**src/rtl/alu_share_ctrl.sv**
```systemverilog
// Shares one combinational 32-bit ALU between two requesters, one operation at a time.
// The ALU is driven in IDLE -> ISSUE -> DONE order, and the response is held until it is consumed.
module alu_share_ctrl #(
    parameter logic FIRST_PRIO = 1'b0,
    parameter logic SLTU_EN    = 1'b1
) (
    input  logic        clk,
    input  logic        rst,
    input  logic        r0_valid,
    output logic        r0_ready,
    input  logic [2:0]  r0_op,
    input  logic [31:0] r0_a,
    input  logic [31:0] r0_b,
    input  logic        r1_valid,
    output logic        r1_ready,
    input  logic [2:0]  r1_op,
    input  logic [31:0] r1_a,
    input  logic [31:0] r1_b,
    output logic [31:0] alu_a,
    output logic [31:0] alu_b,
    output logic        alu_cin,
    output logic [1:0]  alu_sel,
    input  logic [31:0] alu_out,
    input  logic        alu_zero,
    input  logic        alu_negative,
    input  logic        alu_carry,
    input  logic        alu_overflow,
    output logic        rsp_valid,
    input  logic        rsp_ready,
    output logic        rsp_id,
    output logic [31:0] rsp_result,
    output logic        rsp_zero,
    output logic        rsp_neg,
    output logic        rsp_carry,
    output logic        rsp_ovf,
    output logic        rsp_err,
    output logic        busy
);
    typedef enum logic [1:0] {
        S_IDLE  = 2'd0,
        S_ISSUE = 2'd1,
        S_DONE  = 2'd2
    } state_t;

    localparam logic [2:0] OP_SLTU = 3'd3;

    state_t      state_q, state_d;
    logic        last_grant_q, last_grant_d;
    logic [2:0]  op_q, op_d;
    logic [31:0] a_q, a_d, b_q, b_d;
    logic        id_q, id_d;
    logic [31:0] result_q, result_d;
    logic        zero_q, zero_d, neg_q, neg_d, carry_q, carry_d;
    logic        ovf_q, ovf_d, err_q, err_d;

    logic        can_grant;
    logic        grant_id;
    logic [2:0]  req_op;
    logic [31:0] req_a, req_b;

    function automatic logic op_is_legal(input logic [2:0] op);
        return (op <= 3'd5) && !((op == OP_SLTU) && !SLTU_EN);
    endfunction

    // Returns {alu_sel, alu_cin}; SLTU reuses the subtractor and inverts its carry afterwards.
    function automatic logic [2:0] op_ctrl(input logic [2:0] op);
        case (op)
            3'd1:    return 3'b00_1;
            3'd2:    return 3'b01_1;
            3'd3:    return 3'b00_1;
            3'd4:    return 3'b10_0;
            3'd5:    return 3'b11_0;
            default: return 3'b00_0;
        endcase
    endfunction

    assign can_grant = (state_q == S_IDLE) && !rst && (r0_valid || r1_valid);
    // On a tie the requester that lost last time wins; otherwise the lone requester wins.
    assign grant_id  = (r0_valid && r1_valid) ? !last_grant_q : r1_valid;
    assign r0_ready  = can_grant && !grant_id;
    assign r1_ready  = can_grant && grant_id;

    assign req_op = grant_id ? r1_op : r0_op;
    assign req_a  = grant_id ? r1_a  : r0_a;
    assign req_b  = grant_id ? r1_b  : r0_b;

    always_comb begin
        // NOTE: every signal gets a default first so no path leaves it unassigned (no latches).
        state_d      = state_q;
        last_grant_d = last_grant_q;
        op_d         = op_q;
        a_d          = a_q;
        b_d          = b_q;
        id_d         = id_q;
        result_d     = result_q;
        zero_d       = zero_q;
        neg_d        = neg_q;
        carry_d      = carry_q;
        ovf_d        = ovf_q;
        err_d        = err_q;
        alu_a        = '0;
        alu_b        = '0;
        alu_sel      = 2'b00;
        alu_cin      = 1'b0;

        case (state_q)
            S_IDLE: begin
                if (can_grant) begin
                    op_d         = req_op;
                    a_d          = req_a;
                    b_d          = req_b;
                    id_d         = grant_id;
                    last_grant_d = grant_id;
                    if (op_is_legal(req_op)) begin
                        state_d = S_ISSUE;
                    end else begin
                        state_d  = S_DONE;
                        result_d = '0;
                        zero_d   = 1'b0;
                        neg_d    = 1'b0;
                        carry_d  = 1'b0;
                        ovf_d    = 1'b0;
                        err_d    = 1'b1;
                    end
                end
            end
            S_ISSUE: begin
                alu_a              = a_q;
                alu_b              = b_q;
                {alu_sel, alu_cin} = op_ctrl(op_q);
                result_d = (op_q == OP_SLTU) ? {31'b0, !alu_carry} : alu_out;
                zero_d   = alu_zero;
                neg_d    = alu_negative;
                carry_d  = alu_carry;
                ovf_d    = alu_overflow;
                err_d    = 1'b0;
                state_d  = S_DONE;
            end
            S_DONE: begin
                if (rsp_ready) state_d = S_IDLE;
            end
            default: state_d = S_IDLE;
        endcase
    end

    always_ff @(posedge clk) begin
        // NOTE: state registers use non-blocking assignments so all flops update together.
        if (rst) begin
            state_q      <= S_IDLE;
            last_grant_q <= !FIRST_PRIO;
            op_q         <= '0;
            a_q          <= '0;
            b_q          <= '0;
            id_q         <= 1'b0;
            result_q     <= '0;
            zero_q       <= 1'b0;
            neg_q        <= 1'b0;
            carry_q      <= 1'b0;
            ovf_q        <= 1'b0;
            err_q        <= 1'b0;
        end else begin
            state_q      <= state_d;
            last_grant_q <= last_grant_d;
            op_q         <= op_d;
            a_q          <= a_d;
            b_q          <= b_d;
            id_q         <= id_d;
            result_q     <= result_d;
            zero_q       <= zero_d;
            neg_q        <= neg_d;
            carry_q      <= carry_d;
            ovf_q        <= ovf_d;
            err_q        <= err_d;
        end
    end

    assign rsp_valid  = (state_q == S_DONE);
    assign busy       = (state_q != S_IDLE);
    assign rsp_id     = id_q;
    assign rsp_result = result_q;
    assign rsp_zero   = zero_q;
    assign rsp_neg    = neg_q;
    assign rsp_carry  = carry_q;
    assign rsp_ovf    = ovf_q;
    assign rsp_err    = err_q;
endmodule

```
**config.mk**
```make
export PLATFORM = sky130hd
export DESIGN_NAME = alu_share_ctrl
export DESIGN_NICKNAME = d
export VERILOG_FILES = /design/src/rtl/alu_share_ctrl.sv
export SDC_FILE = /design/constraint.sdc
export NUM_CORES = 1
export LEC_CHECK = 0
export BUFFER_PORTS_ARGS = -buffer_cell sky130_fd_sc_hd__buf_2
export CORE_UTILIZATION = 40
export DETAILED_ROUTE_END_ITERATION = 8
export HOLD_SLACK_MARGIN = 0.15
export MAX_ROUTING_LAYER = met4
export PLACE_DENSITY = 0.8
export SYNTH_ARGS = -nofsm -noshare
export SYNTH_HDL_FRONTEND = slang
export SYNTH_SLANG_ARGS = --single-unit
```
**constraint.sdc**
```tcl
create_clock -name clk -period 2.3 [get_ports clk]
set_input_delay 0.46 -clock clk [delete_from_list [all_inputs] [get_ports clk]]
set_output_delay 0.46 -clock clk [all_outputs]
set_load 0.05 [all_outputs]
```
### Word level (Yosys, flattened, before mapping)

Cells that the tools add are included.

| word-level totals | value |
|---|---|
| word-level logic and storage cells | 66 |
| register bits after elaboration | 108 |
| output and inout port bits | 109 |
| input port bits | 175 |

| cells by class | value |
|---|---|
| reductions and logical operators | 17 |
| equality and inequality tests | 10 |
| multiplexer cells | 26 |
| order comparisons | 1 |

Operator list:

| cell | number |
|---|---|
| $mux 32 | 7 |
| $pmux 32 s2 | 1 |
| $pmux 3 s4 | 1 |
| $pmux 1 s2 | 5 |
| $mux 2 | 4 |
| $eq 3x2->1 const B | 2 |
| $eq 3x3->1 const B | 2 |
| $mux 1 | 6 |
| $pmux 2 s3 | 1 |
| $logic_and 1x1->1 | 5 |
| $logic_not 1->1 | 4 |
| $ne 2x2->1 const B | 2 |
| $reduce_and 2->1 | 2 |
| $reduce_bool 2->1 | 2 |
| $eq 3x1->1 const B | 1 |
| $le 3x3->1 const B | 1 |
| $mux 3 | 1 |
| $reduce_and 3->1 | 1 |
| $eq 2x1->1 const B | 1 |
| $eq 2x2->1 const B | 1 |
| $logic_not 2->1 | 1 |
| $ne 2x1->1 const B | 1 |
| $reduce_or 2->1 | 1 |
| $logic_or 1x1->1 | 1 |

### Logic depth before layout (Yosys ltp)

| logic depth | value |
|---|---|
| word-level depth | 7 |
| mapped depth | 6 |
| mapped depth without buffers | 4 |

### Worst setup path before layout

Ideal clock, no wire load.

| path | value |
|---|---|
| path kind | in2out |
| start | in r1_valid |
| end | out r1_ready |
| slack | -0.506 ns |
| data required time | 1.840 ns |
| path buffers | 2 |
| stages on the path | 4 |
| arrival | 2.346 ns |
| path through | a21boi_1 buf_4 clkbuf_1 nor3b_1 |

| between the ends | value |
|---|---|
| longest elaborated chain between the ends | 3 |
| elaborated cells between the ends (all ways) | 5 |
| those cells by class | mux (1); reduce/logical (4) |

Ends and longest elaborated chain:

| item | line | RTL |
|---|---|---|
| start: declaration | 14 | `input logic r1_valid,` |
| $logic_and 1x1->1 / $logic_or 1x1->1 (equally long branches) | 79, 77 |  |
| $mux 1 / $logic_and 1x1->1 (equally long branches) | 79, 77 |  |
| $logic_and 1x1->1 * | 81 | `assign r1_ready = can_grant && grant_id;` |
| end: declaration | 15 | `output logic r1_ready,` |

Mark *: on every way between the ends. The rest lies on a longest branch, timed or not.

### Worst setup path in the final report

| path | value |
|---|---|
| start | reg state_q[1] |
| end | out r1_ready |

| between the ends | value |
|---|---|
| longest elaborated chain between the ends | 4 |

Ends and longest elaborated chain:

| item | line | RTL |
|---|---|---|
| start: declaration | 47 | `state_t state_q, state_d;` |
| start signal: assignment | 162 | `state_q <= state_d;` |
| $logic_not 2->1 | 77 | `assign can_grant = (state_q == S_IDLE) && !rst && (r0_valid \|\| r1_valid);` |
| $logic_and 1x1->1 (2 in series) | 77 |  |
| $logic_and 1x1->1 | 81 |  |

No other way between the ends.

==> impl_metrics.py <==
metrics = {
    "status": {
        "outcome": "complete, no violations",
    },
    "critical_path": {
        "startpoint_type": "register",
        "path_cells": "or2_1, or2_1, nor3b_2, clkbuf_4",
        "critPathMaxFanout": 5,
        "worstSetupPathType": "register to primary output",
        "cpLargestDelayFamily": "simple AND/OR/NAND/NOR gates",
        "crit_slowest_cell": "dfxtp_1",
        "reg2reg_depth": 4,
        "r2r_end": "rsp_result[28]",
        "r2r-start": "state_q[1]",
        "cp.required_ns": 1.84,
        "worstPathArrival_ns": 1.76,
        "cpPeakStageDelay_ns": 0.34,
        "r2r_slack_ns": 0.31,
        "critPathBufInv": 1,
        "cpMostUsedCell": "or2_1",
        "end_kind": "primary output",
    },
    "route": {
        "ant_nets": 0,
        "via_per_inst": 4.98,
        "drt_wl_total_um": 12700,
        "drt-initial-drc-count": 229,
        "drc_errors": 0,
        "dr_total_vias": 4483,
        "wire_per_inst_um": 14.1,
        "firstDrtPassIters": 4,
    },
    "logic_synthesis": {
        "synth_flop_cell": "dfxtp_1",
        "syn_area_per_cell_um2": 9.65,
        "synth.most_common_cell": "dfxtp_1",
        "ys_top_cells_by_area": "dfxtp_1, mux2i_1, a211oi_1",
        "synth_nets": 665,
        "synth_edf_count": 0,
        "syn_area_mm2": 0.00473,
        "synth_top_cells_by_count": "dfxtp_1, nor2_1, mux2i_1",
        "synthCells": 490,
        "async_flop_share_pct": 0,
        "seq_area_frac_synth_pct": 45.7,
        "ys_warn_count": 0,
        "ys_types": 24,
        "yosysTopAreaCell": "dfxtp_1",
        "synth_top_area_share_pct": 45.7,
        "ys_ff_latch": 108,
    },
    "placed_design": {
        "dpl.hpwl_um": 9500,
        "port_buffers": 283,
        "dpl.cell_count": 884,
        "finalWeightedCongestion": 0.768,
    },
    "power_and_ir_drop": {
        "p_per_area_mw_per_mm2": 776,
        "seq_power_share_pct": 43.3,
        "p_leak_nw": 3.27,
        "p_clk_share_pct": 29.0,
        "power.switching_mw": 1.73,
        "p_int_mw": 3.36,
        "combPwrFrac_pct": 27.8,
        "sw_frac_of_total_pct": 34.0,
        "ir_worst_vdd_mv": 0.637,
    },
    "floorplan": {
        "start_util_pct": 41.3,
        "io_pins": 284,
        "die_w_um": 111,
        "rows": 39,
        "die_area_mm2": 0.0123,
        "coreArea_mm2": 0.0115,
        "fp.dieH_um": 111,
    },
    "cts": {
        "cts_tree": "done",
        "htreeDepth": 3,
        "cts_resized": 0,
        "postCtsSetupRepairBufs": 0,
        "clkSinkCount": 108,
        "numCtsBuffers": 9,
        "cts_root_buf": "clkbuf_16",
        "cts_hold_buf": 0,
        "clock_latency_ns": 0.34,
        "clock_path_buffers": 2,
        "clk_pin_slew_worst_paths_ns": 0.07,
    },
    "global_route": {
        "grt_usage_pct": 21.4,
        "antenna_found_initial": 1,
        "grt_pass1_wl_um": 20500,
        "overflow": 0,
        "grt_max_degree": 68,
        "grt_pass1_vias": 4086,
    },
    "sta": {
        "max_freq_mhz": 450,
        "timing.final.crit_share_pct": 96.7,
        "holdWs_ns": 0.334,
        "worst_pin_slew_ns": 1.11,
        "fin_crit_ns": 2.22,
        "fin_tns_setup_ns": 0,
        "rsz0062_at_grt": "false",
        "slew_violations": 0,
        "hold_viol": 0,
        "setup_viol": 0,
        "max-slew-margin-rel_pct": 25.8,
        "skew_ns": 0.00486,
    },
    "min_path": {
        "whs_endpoint": "rsp_zero",
        "hold_start": "alu_zero",
        "hp-class": "primary input to register",
        "min_path_cells": 2,
    },
    "layout": {
        "drive_above_1_share_pct": 41.9,
        "areaGrowthSynthToFinish_pct": 38.6,
        "fin_cells": 901,
        "fin_nets": 927,
        "utilization_pct": 57.2,
    },
    "flow_run": {
        "drv_cap": 0,
    },
}
==> metrics by stage <==
stage	worst slack [ns]	cell area, um^2	power (mW)
after CTS	0.0202	6550	5.15
after global placement	0.315	6260	3.65
final	0.0755	6560	5.09
after floorplan	-0.0540	4740	3.26
after detailed placement	0.286	6260	3.67
after global routing	0.00410	6560	5.36
==> layout by cell type, fill, tap and decap left out, drive strengths merged <==
cell and count:
diode 1, o21ai 1, o31ai 1, clkbuf 11
o21a 1, nand3b 2, inv 1, a211oi 68
and2 64, a21oi 3, nor2b 2, nor2 72
nand2 8, buf 294, nor3b 2, nand2b 2
or2 2, nor3 4, a21boi 1, clkinvlp 2
a22o 36, a31oi 1, clkinv 3, dfxtp 108
mux2i 68
==> worst max path at each step <==
stage | start | endpoint | slack (ns) | cells past startpoint
floorplan | r1_valid | r1_ready | -0.05 | 4
global placement | r0_valid | rsp_result[0] | 0.32 | 6
detailed placement | r0_valid | rsp_result[0] | 0.29 | 6
CTS | state_q[1] | r1_ready | 0.02 | 4
global route | state_q[1] | r1_ready | 0.004 | 4
finish | state_q[1] | r1_ready | 0.08 | 4
==> state kept, by name (all words and copies together) (netlist names) <==
name,cells
rsp_carry,1
op_q,3
rsp_result,32
b_q,32
rsp_err,1
state_q,2
last_grant_q,1
rsp_id,1
rsp_neg,1
rsp_zero,1
a_q,32
rsp_ovf,1
==> routing by layer <==
layer / wire length, um / share of wire, % / track usage [%]
met5: 0 / 0 / -
met4: 182 / 1.4 / 6.04
met3: 856 / 6.7 / 5.19
met2: 6170 / 48 / 36.1
met1: 5520 / 43 / 25.3
==> power groups by stage <==
stage	Sequential, mW	Combinational [mW]	Clock [mW]
floorplan	2.38	0.885	0
global placement	2.24	1.41	0
detailed placement	2.25	1.42	0
CTS	2.20	1.43	1.52
global route	2.23	1.54	1.59
finish	2.20	1.41	1.47
==> kinds of logic after synthesis <==
family	Yosys count	synth area share (%)
buffers and inverters	44	4.50
multiplexers	68	14.4
AND/OR/NAND/NOR	158	16.7
flip-flops	108	45.7
AO/OA/AOI/OAI	112	18.8
==> layout make-up <==
type	instances	area (um^2)
Sequential cell	108	2160
Timing Repair Buffer	295	1530
Tap cell	143	179
Fill cell	1052	4910
Clock buffer	10	239
Antenna cell	1	2.50
Clock inverter	6	48.8
Multi-Input combinational cell	338	2390
Power figures use the tool's default switching activity.
